## src/rtl/apb_uart_pkg.sv

```systemverilog
// Shared definitions for the APB UART controller: register map, bit positions,
// protocol FSM states and the decoded register-select type.
package apb_uart_pkg;

    localparam logic [3:0] ADDR_CTRL   = 4'h0;
    localparam logic [3:0] ADDR_TXDATA = 4'h4;
    localparam logic [3:0] ADDR_RXDATA = 4'h8;
    localparam logic [3:0] ADDR_STATUS = 4'hC;

    localparam int CTRL_TX_EN      = 0;
    localparam int CTRL_RX_EN      = 1;
    localparam int CTRL_IRQ_RX_EN  = 2;
    localparam int CTRL_IRQ_OVR_EN = 3;

    localparam int STAT_TX_FULL  = 0;
    localparam int STAT_RX_FULL  = 1;
    localparam int STAT_OVERRUN  = 2;
    localparam int STAT_TIMEOUT  = 3;

    typedef enum logic [1:0] {
        IDLE,
        ACCESS,
        WAIT
    } apb_state_t;

    typedef struct packed {
        logic status;
        logic rxdata;
        logic txdata;
        logic ctrl;
    } reg_sel_t;

endpackage

```

## src/rtl/apb_uart_addr_decode.sv

```systemverilog
// Combinational register decode: one-hot select for legal accesses, an illegal
// flag for misaligned addresses and writes to the read-only RXDATA register.
module apb_uart_addr_decode
    import apb_uart_pkg::*;
(
    input  logic [3:0] paddr,
    input  logic       pwrite,
    output reg_sel_t   sel,
    output logic       illegal
);

    always_comb begin
        // NOTE: every output gets a default before the case so no path can infer a latch.
        sel     = '0;
        illegal = 1'b0;
        if (paddr[1:0] != 2'b00) begin
            illegal = 1'b1;
        end else begin
            case (paddr)
                ADDR_CTRL:   sel.ctrl   = 1'b1;
                ADDR_TXDATA: sel.txdata = 1'b1;
                ADDR_RXDATA: begin
                    if (pwrite) illegal    = 1'b1;
                    else        sel.rxdata = 1'b1;
                end
                ADDR_STATUS: sel.status = 1'b1;
                default:     illegal    = 1'b1;
            endcase
        end
    end

endmodule

```

## src/rtl/apb_uart_ctrl.sv

```systemverilog
// APB3 slave front end for the UART: SETUP/ACCESS sequencing with TX back-pressure
// wait states and timeout, one-entry TX/RX holding registers, CTRL/STATUS and irq.
module apb_uart_ctrl
    import apb_uart_pkg::*;
#(
    parameter int DATA_W  = 8,
    parameter int TIMEOUT = 15,
    parameter int CNT_W   = 4
) (
    input  logic              PCLK,
    input  logic              PRESET,
    input  logic              PSEL,
    input  logic              PENABLE,
    input  logic              PWRITE,
    input  logic [3:0]        PADDR,
    input  logic [DATA_W-1:0] PWDATA,
    output logic [DATA_W-1:0] PRDATA,
    output logic              PREADY,
    output logic              PSLVERR,
    output logic [DATA_W-1:0] tx_data,
    output logic              tx_valid,
    input  logic              tx_ready,
    input  logic [DATA_W-1:0] rx_data,
    input  logic              rx_valid,
    output logic              irq
);

    apb_state_t        state;
    logic [CNT_W-1:0]  wait_cnt;
    logic [3:0]        ctrl;
    logic              tx_full, rx_full, overrun, timeout_err;
    logic [DATA_W-1:0] rx_hold;
    logic [DATA_W-1:0] rdata;

    reg_sel_t sel;
    logic     illegal;
    logic     tx_drain, can_load, tx_stall, timeout_hit;
    logic     wr_en, rd_en, pop, rx_in;

    apb_uart_addr_decode u_decode (
        .paddr   (PADDR),
        .pwrite  (PWRITE),
        .sel     (sel),
        .illegal (illegal)
    );

    assign tx_valid = tx_full & ctrl[CTRL_TX_EN];
    assign tx_drain = tx_valid & tx_ready;
    // A held byte only frees the register when the shifter actually takes it.
    assign can_load = ~tx_full | tx_drain;
    assign tx_stall = sel.txdata & PWRITE & ~can_load;
    assign irq      = (rx_full & ctrl[CTRL_IRQ_RX_EN]) | (overrun & ctrl[CTRL_IRQ_OVR_EN]);

    always_comb begin
        PREADY      = 1'b0;
        PSLVERR     = 1'b0;
        timeout_hit = 1'b0;
        case (state)
            ACCESS: begin
                if (PSEL && !tx_stall) begin
                    PREADY  = 1'b1;
                    PSLVERR = illegal;
                end
            end
            WAIT: begin
                if (can_load) begin
                    PREADY = 1'b1;
                end else if (wait_cnt == CNT_W'(TIMEOUT)) begin
                    PREADY      = 1'b1;
                    PSLVERR     = 1'b1;
                    timeout_hit = 1'b1;
                end
            end
            default: ;
        endcase
    end

    assign wr_en = PREADY & ~PSLVERR & PWRITE;
    assign rd_en = PREADY & ~PSLVERR & ~PWRITE;
    assign pop   = rd_en & sel.rxdata;
    assign rx_in = rx_valid & ctrl[CTRL_RX_EN];

    always_comb begin
        rdata = '0;
        if (sel.ctrl)   rdata[3:0] = ctrl;
        if (sel.rxdata) rdata      = rx_hold;
        if (sel.status) rdata[3:0] = {timeout_err, overrun, rx_full, tx_full};
    end

    assign PRDATA = rd_en ? rdata : '0;

    always_ff @(posedge PCLK or posedge PRESET) begin
        if (PRESET) begin
            state    <= IDLE;
            wait_cnt <= '0;
        end else begin
            // NOTE: state registers use non-blocking assignments so every flop samples pre-edge values.
            case (state)
                IDLE: begin
                    if (PSEL && !PENABLE) state <= ACCESS;
                end
                ACCESS: begin
                    if (PSEL && tx_stall) begin
                        wait_cnt <= '0;
                        state    <= WAIT;
                    end else begin
                        state <= IDLE;
                    end
                end
                WAIT: begin
                    wait_cnt <= wait_cnt + CNT_W'(1);
                    if (PREADY || !PSEL) state <= IDLE;
                end
                default: state <= IDLE;
            endcase
        end
    end

    // NOTE: the holding registers are reset too; their contents are architecturally visible.
    always_ff @(posedge PCLK or posedge PRESET) begin
        if (PRESET) begin
            ctrl        <= '0;
            tx_full     <= 1'b0;
            tx_data     <= '0;
            rx_full     <= 1'b0;
            rx_hold     <= '0;
            overrun     <= 1'b0;
            timeout_err <= 1'b0;
        end else begin
            if (wr_en && sel.ctrl) ctrl <= PWDATA[3:0];

            if (wr_en && sel.txdata) begin
                tx_data <= PWDATA;
                tx_full <= 1'b1;
            end else if (tx_drain) begin
                tx_full <= 1'b0;
            end

            if (rx_in && (!rx_full || pop)) begin
                rx_hold <= rx_data;
                rx_full <= 1'b1;
            end else if (pop) begin
                rx_full <= 1'b0;
            end

            // Hardware set beats a same-cycle W1C clear.
            if (rx_in && rx_full && !pop)
                overrun <= 1'b1;
            else if (wr_en && sel.status && PWDATA[STAT_OVERRUN])
                overrun <= 1'b0;

            if (timeout_hit)
                timeout_err <= 1'b1;
            else if (wr_en && sel.status && PWDATA[STAT_TIMEOUT])
                timeout_err <= 1'b0;
        end
    end

endmodule
```

## config.mk

```make
export PLATFORM = sky130hd
export DESIGN_NAME = apb_uart_ctrl
export DESIGN_NICKNAME = d
export VERILOG_FILES = /design/src/rtl/apb_uart_pkg.sv /design/src/rtl/apb_uart_addr_decode.sv /design/src/rtl/apb_uart_ctrl.sv
export SDC_FILE = /design/constraint.sdc
export NUM_CORES = 1
export LEC_CHECK = 0
export ABC_AREA = 1
export CORE_UTILIZATION = 45
export CTS_BUF_LIST = sky130_fd_sc_hd__clkbuf_4
export DETAILED_ROUTE_END_ITERATION = 8
export DONT_BUFFER_PORTS = 1
export HOLD_SLACK_MARGIN = 0.1
export PLACE_DENSITY = 0.6
export SLEW_MARGIN = 20
export SYNTH_ARGS = -nofsm -noshare
export SYNTH_HDL_FRONTEND = slang
export SYNTH_SLANG_ARGS = --single-unit
```

## constraint.sdc

```tcl
create_clock -name PCLK -period 2.2 [get_ports PCLK]
set_input_delay 0.44 -clock PCLK [delete_from_list [all_inputs] [get_ports PCLK]]
set_output_delay 0.44 -clock PCLK [all_outputs]
set_load 0.01 [all_outputs]
```

==> out/metrics.yaml, run 1 <==
status: "finished with violations"
violations: "negative setup slack"
skew_ps: 6.61
period_minus_slack_ps: 2220
fin_crit_sh: 1.01
pin_count: 47
firstDrtPassIters: 4
synth-seq-cells: 30
syn_nets: 232
avgRoutedWirePerCell_um: 14.0
num_vias: 1433
cts_root_buffer: "clkbuf_4"
die_y_um: 62.6
criticalPathCategory: "flip-flop to output pin"
setup_slack_ps: -17.8
die_w_um: 62.6
worst_slew_pin_slew_ps: 431
hold_viol_final: 0
io_buffer_count: 0
htree_levels: 2
core_area_um2: 3420
antenna_found_initial: 0
grt_pass1_wl_mm: 6.25
initial_core_util: 0.484
nets: 263
grt_pass1_vias: 1408
yosysWarnings: 0
report.final.slew_viol_count: 0
cts_buffers: 5
drt_iter0_markers: 38
slew-limit-headroom: 0.711
ys_seq_area_frac: 0.455
dpl.hpwl_mm: 2.65
grt_max_degree: 31
syn2layout_area_growth_pct: 32.0
post-route-drc-count: 0
layout.cells.non_filler: 279
timing.fmax_mhz: 451
rows: 21
grt_usage: 0.209
clk_pin_slew_ps: 100
tns_ps: -23.3
postSynthCellCount: 201
cp-end-kind: "output pin"
crit_required_ps: 1760
n_antenna_cell: 0
synth.distinct_cells: 26
cp.arrival_ps: 1780
wl_mm: 3.90
cp-start-kind: "flip-flop"
clkSinkCount: 30
crit_fanout: 4
viasPerCell: 5.14
syn-cell-area_um2: 1650
cap_violations: 0
rsz0062_at_grt: "yes"
hold_path.class: "primary input to flip-flop"
dieArea_um2: 3920
gp_congestion: 0.818
clk_path_buf_depth: 2
ir_worst_vdd_uv: 652
clk_latency_ps: 340
p_leak_nw: 1.00
postRouteAntennaNets: 0
avgSynthCellArea_um2: 8.22
cts_tree: "built"
grt.overflow.total: 0
setup_viol: 2
drive_above_1_share: 0.348
p_per_area_nw_per_um2: 875
dp_cells: 253
-- state kept, by name, summed over array words and instances (netlist names) --
name,cells
rx_hold,8
tx_data,8
ctrl,4
wait_cnt,4
state,2
overrun,1
rx_full,1
timeout_err,1
tx_full,1
-- Yosys cell counts --
cell type  instances  share of area
nand2_1           61           0.14
dfrtp_1           30           0.45
inv_1             27          0.061
nand3_1           14          0.042
nor2_1             9          0.020
o21ai_2            8          0.042
o21ai_0            6          0.018
a31oi_1            5          0.019
o21ai_1            5          0.015
ha_1               4          0.030
nand2_2            4          0.015
a21oi_1            3         0.0091
inv_2              3         0.0068
nand2_4            3          0.020
nand4_1            3          0.011
nor3_1             3         0.0091
nand3_2            2          0.012
nand3_4            2          0.021
nor2_4             2          0.014
a21oi_2            1         0.0053
a22o_1             1         0.0053
buf_2              1         0.0030
buf_6              1         0.0068
clkinv_1           1         0.0023
nor2_8             1          0.012
o22ai_1            1         0.0038
-- worst max-delay path: stages (launching register included) --
cell and delay (ps):
dfrtp_1 410, buf_4 150, ha_4 160, nand4_1 170, nand2_4 110, nor2_8 150, nand2_8 80, a31oi_4 200
-- final timing paths --
kind | endpoint | cells past startpoint | startpoint | slack [ps]
max in group asynchronous | rx_hold[3] | 3 | PRESET | 1290
min in group asynchronous | tx_data[4] | 3 | PRESET | 610
hold reg to reg | rx_hold[7] | 2 | rx_hold[7] | 480
setup / recovery | PRDATA[3] | 7 | state[1] | -20
setup reg to reg | tx_data[5] | 13 | wait_cnt[0] | 150
hold / removal | tx_data[4] | 2 | PWDATA[4] | 230
-- cell type report --
cell class | count | area [um^2]
Clock buffer | 5 | 37.5
Clock inverter | 3 | 63.8
Fill cell | 291 | 1230
Inverter | 31 | 119
Multi-Input combinational cell | 138 | 951
Sequential cell | 30 | 751
Tap cell | 46 | 57.6
Timing Repair Buffer | 26 | 201
-- per-stage QoR --
step | area, um^2 | hold WS (ps) | setup slack (ps) | total power, mW | utilization
finish | 2180 | 230 | -17.8 | 1.91 | 0.638
global route | 2180 | 218 | -98.7 | 2.04 | 0.638
global placement | 1750 | 427 | 211 | 1.19 | 0.513
detailed placement | 1750 | 438 | 160 | 1.21 | 0.513
CTS | 2060 | 224 | -16.8 | 1.83 | 0.604
floorplan | 1650 | 442 | 238 | 1.11 | -
-- per-layer routing --
metal | up-vias | track usage | wire length [um]
li1 | 707 | - | -
met1 | 675 | 0.242 | 1600
met2 | 41 | 0.349 | 1980
met3 | 10 | 0.0566 | 232
met4 | 0 | 0.110 | 91
met5 | - | 0 | 0
-- layout by cell type (no fill, tap or decap), types with 2 or more instances in the layout --
master     synthesis  routed
nand3_1           14      14
a21oi_1            3       3
nand3_4            2       3
nand4_1            3       3
nand2_4            3       3
clkinv_1           1       2
o21ai_0            6       5
inv_2              3       6
bufinv_16          0       2
inv_1             27      23
nor2_4             2       7
o21ai_2            8       9
clkbuf_4           0       5
a31oi_4            0       4
nor3_1             3       3
o21ai_1            5       5
nand2_1           61      56
buf_4              0      24
nand2_2            4       8
nor2_1             9       4
dfrtp_1           30      30
ha_4               0       3
-- where the power goes --
| part | total (mW) | leakage, nW | internal [mW] | switching, mW |
|---|---|---|---|---|
| Combinational | 0.554 | 0.544 | 0.225 | 0.329 |
| Sequential | 0.805 | 0.406 | 0.689 | 0.115 |
| Clock | 0.551 | 0.0528 | 0.350 | 0.201 |
-- cells by family after synthesis --
kind of cell | share of synthesized area
simple gates | 0.317
buf+inv | 0.0803
compound gates | 0.118
flops | 0.455
fa+ha+maj | 0.0303
-- timing repair --
item	CTS	global route
gates resized for setup	31	10
setup buffers	8	9
hold endpoints to repair	30	0
hold buffers	1	0
pin swaps	8	9
setup endpoints to repair	8	9
Power figures use the tool's default switching activity.
==> inputs of run 2 (changes only) <==
==> constraint.sdc (replaced) <==
create_clock -name PCLK -period 2.2 [get_ports PCLK]
set_input_delay 0.44 -clock PCLK [delete_from_list [all_inputs] [get_ports PCLK]]
set_output_delay 0.44 -clock PCLK [all_outputs]
set_load 0.005 [all_outputs]
==> out/metrics.yaml, run 2 (synthesis gave the netlist of run 1 again) <==
p_leak_nw: 0.971  # -3.2%
cts_root_buffer: "clkbuf_4"
slowest_stage: "dfrtp_1"
cp-end-kind: "output pin"
nets: 257  # -2.3%
status: "finished, final reports clean"
highest_layer: "met4"
grt.overflow.total: 0  # unchanged
cp-start-kind: "flip-flop"
cts_buffers: 5  # unchanged
ir_worst_vdd_uv: 378  # -42%
grt_pass1_vias: 1418  # +0.71%
grt_max_degree: 31  # unchanged
initial_core_util: 0.484  # unchanged
drive_above_1_share: 0.317  # -0.0305
io_buffer_count: 0  # unchanged
grt_usage: 0.209  # about the same
die_w_um: 62.6  # unchanged
drt_iter0_markers: 59  # +55%
r2r_cells: 11  # -2
setup_viol: 0  # -2
clkSinkCount: 30  # unchanged
antenna_found_initial: 0  # unchanged
dpl.hpwl_mm: 2.58  # -2.5%
fill_cells: 309  # +6.2%
slew-limit-headroom: 0.691  # -0.0201
fin_crit_sh: 0.986  # -0.0219
criticalPathCategory: "flip-flop to output pin"
cp_cell_sequence: "ha_2, nand2_4, nor2_4, nand4_1, nand2_4, nor2_8, nand2_8, a31oi_4"
crit_required_ps: 1760  # about the same
die_y_um: 62.6  # unchanged
cp-endpoint: "PRDATA[2]"
period_minus_slack_ps: 2170  # -48.2 ps
skew_ps: 8.45  # +1.84 ps
post-route-drc-count: 0  # unchanged
r2r_slack_ps: 290  # +140 ps
final_cell_mix: "56 x nand2_1, 30 x dfrtp_1, 24 x inv_1"
crit_fanout: 4  # unchanged
dieArea_um2: 3920  # unchanged
postRouteAntennaNets: 0  # unchanged
avgRoutedWirePerCell_um: 14.0  # -0.13%
wl_met3_um: 279  # +20%
worstSetupStartpoint: "wait_cnt[0]"
p_per_area_nw_per_um2: 778  # -11%
cpMostUsedCell: "nand2_4"
htree_levels: 2  # unchanged
hold_viol_final: 0  # unchanged
grt_pass1_wl_mm: 6.41  # +2.5%
tns_ps: 0  # +23.3 ps
report.final.slew_viol_count: 0  # unchanged
layout_commonest_cell: "nand2_1"
gp_congestion: 0.822  # +0.49%
met1Wirelength_mm: 1.53  # -4.0%
rows: 21  # unchanged
n_antenna_cell: 0  # unchanged
timing.fmax_mhz: 461  # +2.2%
viasPerCell: 5.15  # +0.20%
r2r-start: "wait_cnt[0]"
clk_pin_slew_ps: 100  # about the same
hold_path.class: "primary input to flip-flop"
reg.largest.list: "rx_hold (8), tx_data (8)"
clk_latency_ps: 330  # about the same
setup_slack_ps: 30.4  # +48.2 ps
pin_count: 47  # unchanged
cts_tree: "built"
clk_path_buf_depth: 2  # unchanged
core_area_um2: 3420  # unchanged
num_vias: 1405  # -2.0%
hold_start: "PWDATA[7]"
cp.arrival_ps: 1730  # -50 ps
slowest_delay_ps: 410  # about the same
dr_wl_met2_mm: 1.94  # -2.0%
rsz0062_at_grt: "yes"
dp_slack_ps: 183  # +23.6 ps
worst_slew_pin_slew_ps: 461  # +30.0 ps
firstDrtPassIters: 4  # unchanged
wl_mm: 3.81  # -2.3%
cap_violations: 0  # unchanged
syn2layout_area_growth_pct: 25.8
r2r_end: "tx_data[3]"
## run 2: final cells by class
class	instances	area, um^2	area share
Clock buffer	5	37.5	0.0181
Clock inverter	3	11.3	0.00542
Inverter	31	116	0.0560
Multi-Input combinational cell	138	948	0.456
Sequential cell	30	751	0.361
Tap cell	46	57.6	0.0277
Timing Repair Buffer	20	156	0.0753
## run 2: stage by stage
step | instances | total power [mW] | cell area [um^2] | hold WS (ps) | utilization
detailed placement | 251 | 1.19 | 1740 | 435 | 0.509
finish | 273 | 1.62 | 2080 | 243 | 0.608
CTS | 266 | 1.54 | 1940 | 235 | 0.568
global route | 273 | 1.74 | 2080 | 231 | 0.608
global placement | 251 | 1.16 | 1740 | 425 | 0.509
floorplan | 201 | 1.10 | 1650 | 442 | -
## run 2: critical path, delay by kind of cell, from the launching register on
| family | cells | cell delay (ps) |
|---|---|---|
| adder cells (fa/ha/maj) | 1 | 210 |
| AND/OR/NAND/NOR | 6 | 620 |
| flip-flops | 1 | 410 |
| AO/OA/AOI/OAI | 1 | 170 |
## run 2: per-layer routing
layer | vias up | track usage
met1 | 663 | 0.249
li1 | 691 | -
met4 | 0 | 0.0669
met3 | 8 | 0.0748
met2 | 43 | 0.348
met5 | - | 0
## run 2: how the worst min path moves through the flow
stage / slack (ps) / to / cells after the start
after CTS: 230 / tx_data[7] / 2
after global routing: 230 / tx_data[7] / 2
after detailed placement: 430 / tx_data[5] / 2
after floorplan: 440 / rx_hold[4] / 2
final: 240 / tx_data[7] / 2
after global placement: 420 / tx_data[5] / 2
## run 2: repair_timing
item / in CTS / in global routing
gates resized for setup: 22 / 16
hold endpoints to repair: 30 / 0
endpoints found under the setup margin: 8 / 9
setup buffers: 6 / 7
hold buffers: 1 / 0
pin swaps: 7 / 9
## run 2: where the power goes
group / total [mW] / internal [mW] / leakage, nW / switching (mW)
Clock: 0.303 / 0.114 / 0.0277 / 0.190
Sequential: 0.798 / 0.689 / 0.406 / 0.108
Combinational: 0.517 / 0.207 / 0.538 / 0.310
==> inputs of run 3 (changes only) <==
--- a/config.mk
+++ b/config.mk
@@ -6,6 +6,7 @@
 export NUM_CORES = 1
 export LEC_CHECK = 0
 export ABC_AREA = 1
+export CORE_MARGIN = 2
 export CORE_UTILIZATION = 45
 export CTS_BUF_LIST = sky130_fd_sc_hd__clkbuf_4
 export DETAILED_ROUTE_END_ITERATION = 8
==> out/metrics.yaml, run 3 (synthesis gave the netlist of run 1 again) <==
cts_buffers: 5  # unchanged
p_sw_frac: 0.373  # -0.00257
timing.fmax_mhz: 456  # -1.2%
final_cell_mix: "57 x nand2_1, 30 x dfrtp_1, 25 x inv_1"
firstDrtPassIters: 4  # unchanged
clk_latency_ps: 340  # about the same
core_area_um2: 3610  # +5.6%
hold_viol_final: 0  # unchanged
slowest_delay_ps: 390  # -20 ps
slowest_stage: "dfrtp_1"
avgRoutedWirePerCell_um: 14.0  # +0.32%
dp_cells: 252  # +0.40%
clkSinkCount: 30  # unchanged
p_per_area_nw_per_um2: 788  # +1.3%
rows: 22  # +4.8%
antenna_found_initial: 0  # unchanged
clk_pin_slew_ps: 100  # about the same
cts_tree: "built"
ir_worst_vdd_uv: 451  # +19%
grt_max_degree: 21  # -32%
status: "finished, final reports clean"
skew_ps: 7.73  # -0.718 ps
final_cell_area_um2: 2000  # -3.8%
die_w_um: 64.6  # +3.2%
cp-start-kind: "flip-flop"
dieArea_um2: 4170  # +6.5%
crit_required_ps: 1760  # about the same
power.share.combinational: 0.306  # -0.013
drive_above_1_share: 0.267  # -0.0502
syn2layout_area_growth_pct: 21.1
n_antenna_cell: 0  # unchanged
clkPwrFrac: 0.194  # +0.007
layout_commonest_cell: "nand2_1"
reg.largest.list: "rx_hold (8), tx_data (8)"
dp_slack_ps: 154  # -29.0 ps
grt_usage: 0.196  # -0.0127
worst_slew_pin_slew_ps: 439  # -22.4 ps
cp_cell_sequence: "buf_4, ha_4, nand2_1, inv_2, nand3_2, nand2_4, nor2_8, nand2_8, a31oi_4"
dpl.hpwl_mm: 2.69  # +4.2%
p_switching_mw: 0.588  # -3.2%
cp.arrival_ps: 1760  # +30 ps
initial_core_util: 0.458  # -0.0255
hold_path.class: "primary input to flip-flop"
htree_levels: 2  # unchanged
p_int_mw: 0.988  # -2.2%
viasPerCell: 5.11  # -0.75%
postRouteAntennaNets: 0  # unchanged
report.final.slew_viol_count: 0  # unchanged
slew-limit-headroom: 0.707  # +0.0166
timing.hold.ws_ps: 230  # -12.3 ps
pin_count: 47  # unchanged
nets: 251  # -2.3%
fin_crit_sh: 0.998  # +0.0116
seqPwrFrac: 0.500  # +0.007
gp_congestion: 0.847  # +3.1%
io_buffer_count: 0  # unchanged
rsz0062_at_grt: "yes"
setup_slack_ps: 4.97  # -25.4 ps
setup_viol: 0  # unchanged
r2r_slack_ps: 290  # about the same
period_minus_slack_ps: 2200  # +25.4 ps
num_vias: 1374  # -2.2%
cap_violations: 0  # unchanged
grt.overflow.total: 0  # unchanged
die_y_um: 64.6  # +3.2%
cp-end-kind: "output pin"
cts_root_buffer: "clkbuf_4"
drt_iter0_markers: 51  # -14%
crit_fanout: 4  # unchanged
grt_pass1_vias: 1358  # -4.2%
tns_ps: 0  # unchanged
p_leak_nw: 0.925  # -4.8%
finalPower_mw: 1.58  # -2.6%
layout.cells.non_filler: 269  # -1.5%
grt_pass1_wl_mm: 6.23  # -2.8%
clk_path_buf_depth: 2  # unchanged
fin_util: 0.554  # -0.0539
wl_mm: 3.77  # -1.2%
placed_area_um2: 1730  # -0.29%
post-route-drc-count: 0  # unchanged
criticalPathCategory: "flip-flop to output pin"
==> run 3: final timing paths <==
path,startpoint,cells after the start,to
max in group asynchronous,PRESET,3,rx_hold[0]
setup reg to reg,state[0],12,tx_data[4]
setup / recovery,state[0],9,PRDATA[3]
hold / removal,rx_data[6],2,rx_hold[6]
hold reg to reg,rx_hold[6],2,rx_hold[6]
min in group asynchronous,PRESET,2,rx_hold[7]
==> run 3: critical path: cells and delay by family (launching register included) <==
family / cells / cell delay, ps
fa+ha+maj: 1 / 150
simple gates: 5 / 480
flops: 1 / 390
compound gates: 1 / 180
buf+inv: 2 / 200
==> run 3: power by group through the flow <==
stage	sequential, mW	combinational, mW	clock, mW
final	0.788	0.483	0.306
after global routing	0.804	0.552	0.338
after detailed placement	0.803	0.380	0
after global placement	0.799	0.367	0
after floorplan	0.775	0.320	0
after CTS	0.791	0.416	0.309
==> run 3: layout make-up <==
class | instances | area (um^2)
Sequential cell | 30 | 751
Fill cell | 337 | 1610
Inverter | 31 | 116
Tap cell | 48 | 60.1
Timing Repair Buffer | 14 | 108
Clock buffer | 5 | 37.5
Multi-Input combinational cell | 138 | 916
Clock inverter | 3 | 11.3
==> run 3: routing by layer <==
| layer | vias to the layer above | wire length (um) | GRT usage |
|---|---|---|---|
| met2 | 28 | 1960 | 0.323 |
| met1 | 651 | 1490 | 0.229 |
| li1 | 688 | - | - |
| met5 | - | 0 | 0 |
| met4 | 0 | 65 | 0.0718 |
| met3 | 7 | 249 | 0.0816 |
==> run 3: timing repair <==
item,CTS,global route
hold buffers,1,0
hold endpoints to repair,10,0
pin swaps,7,6
gates cloned,0,0
buffers inserted,4,4
endpoints found under the setup margin,8,9
resized for setup,20,9
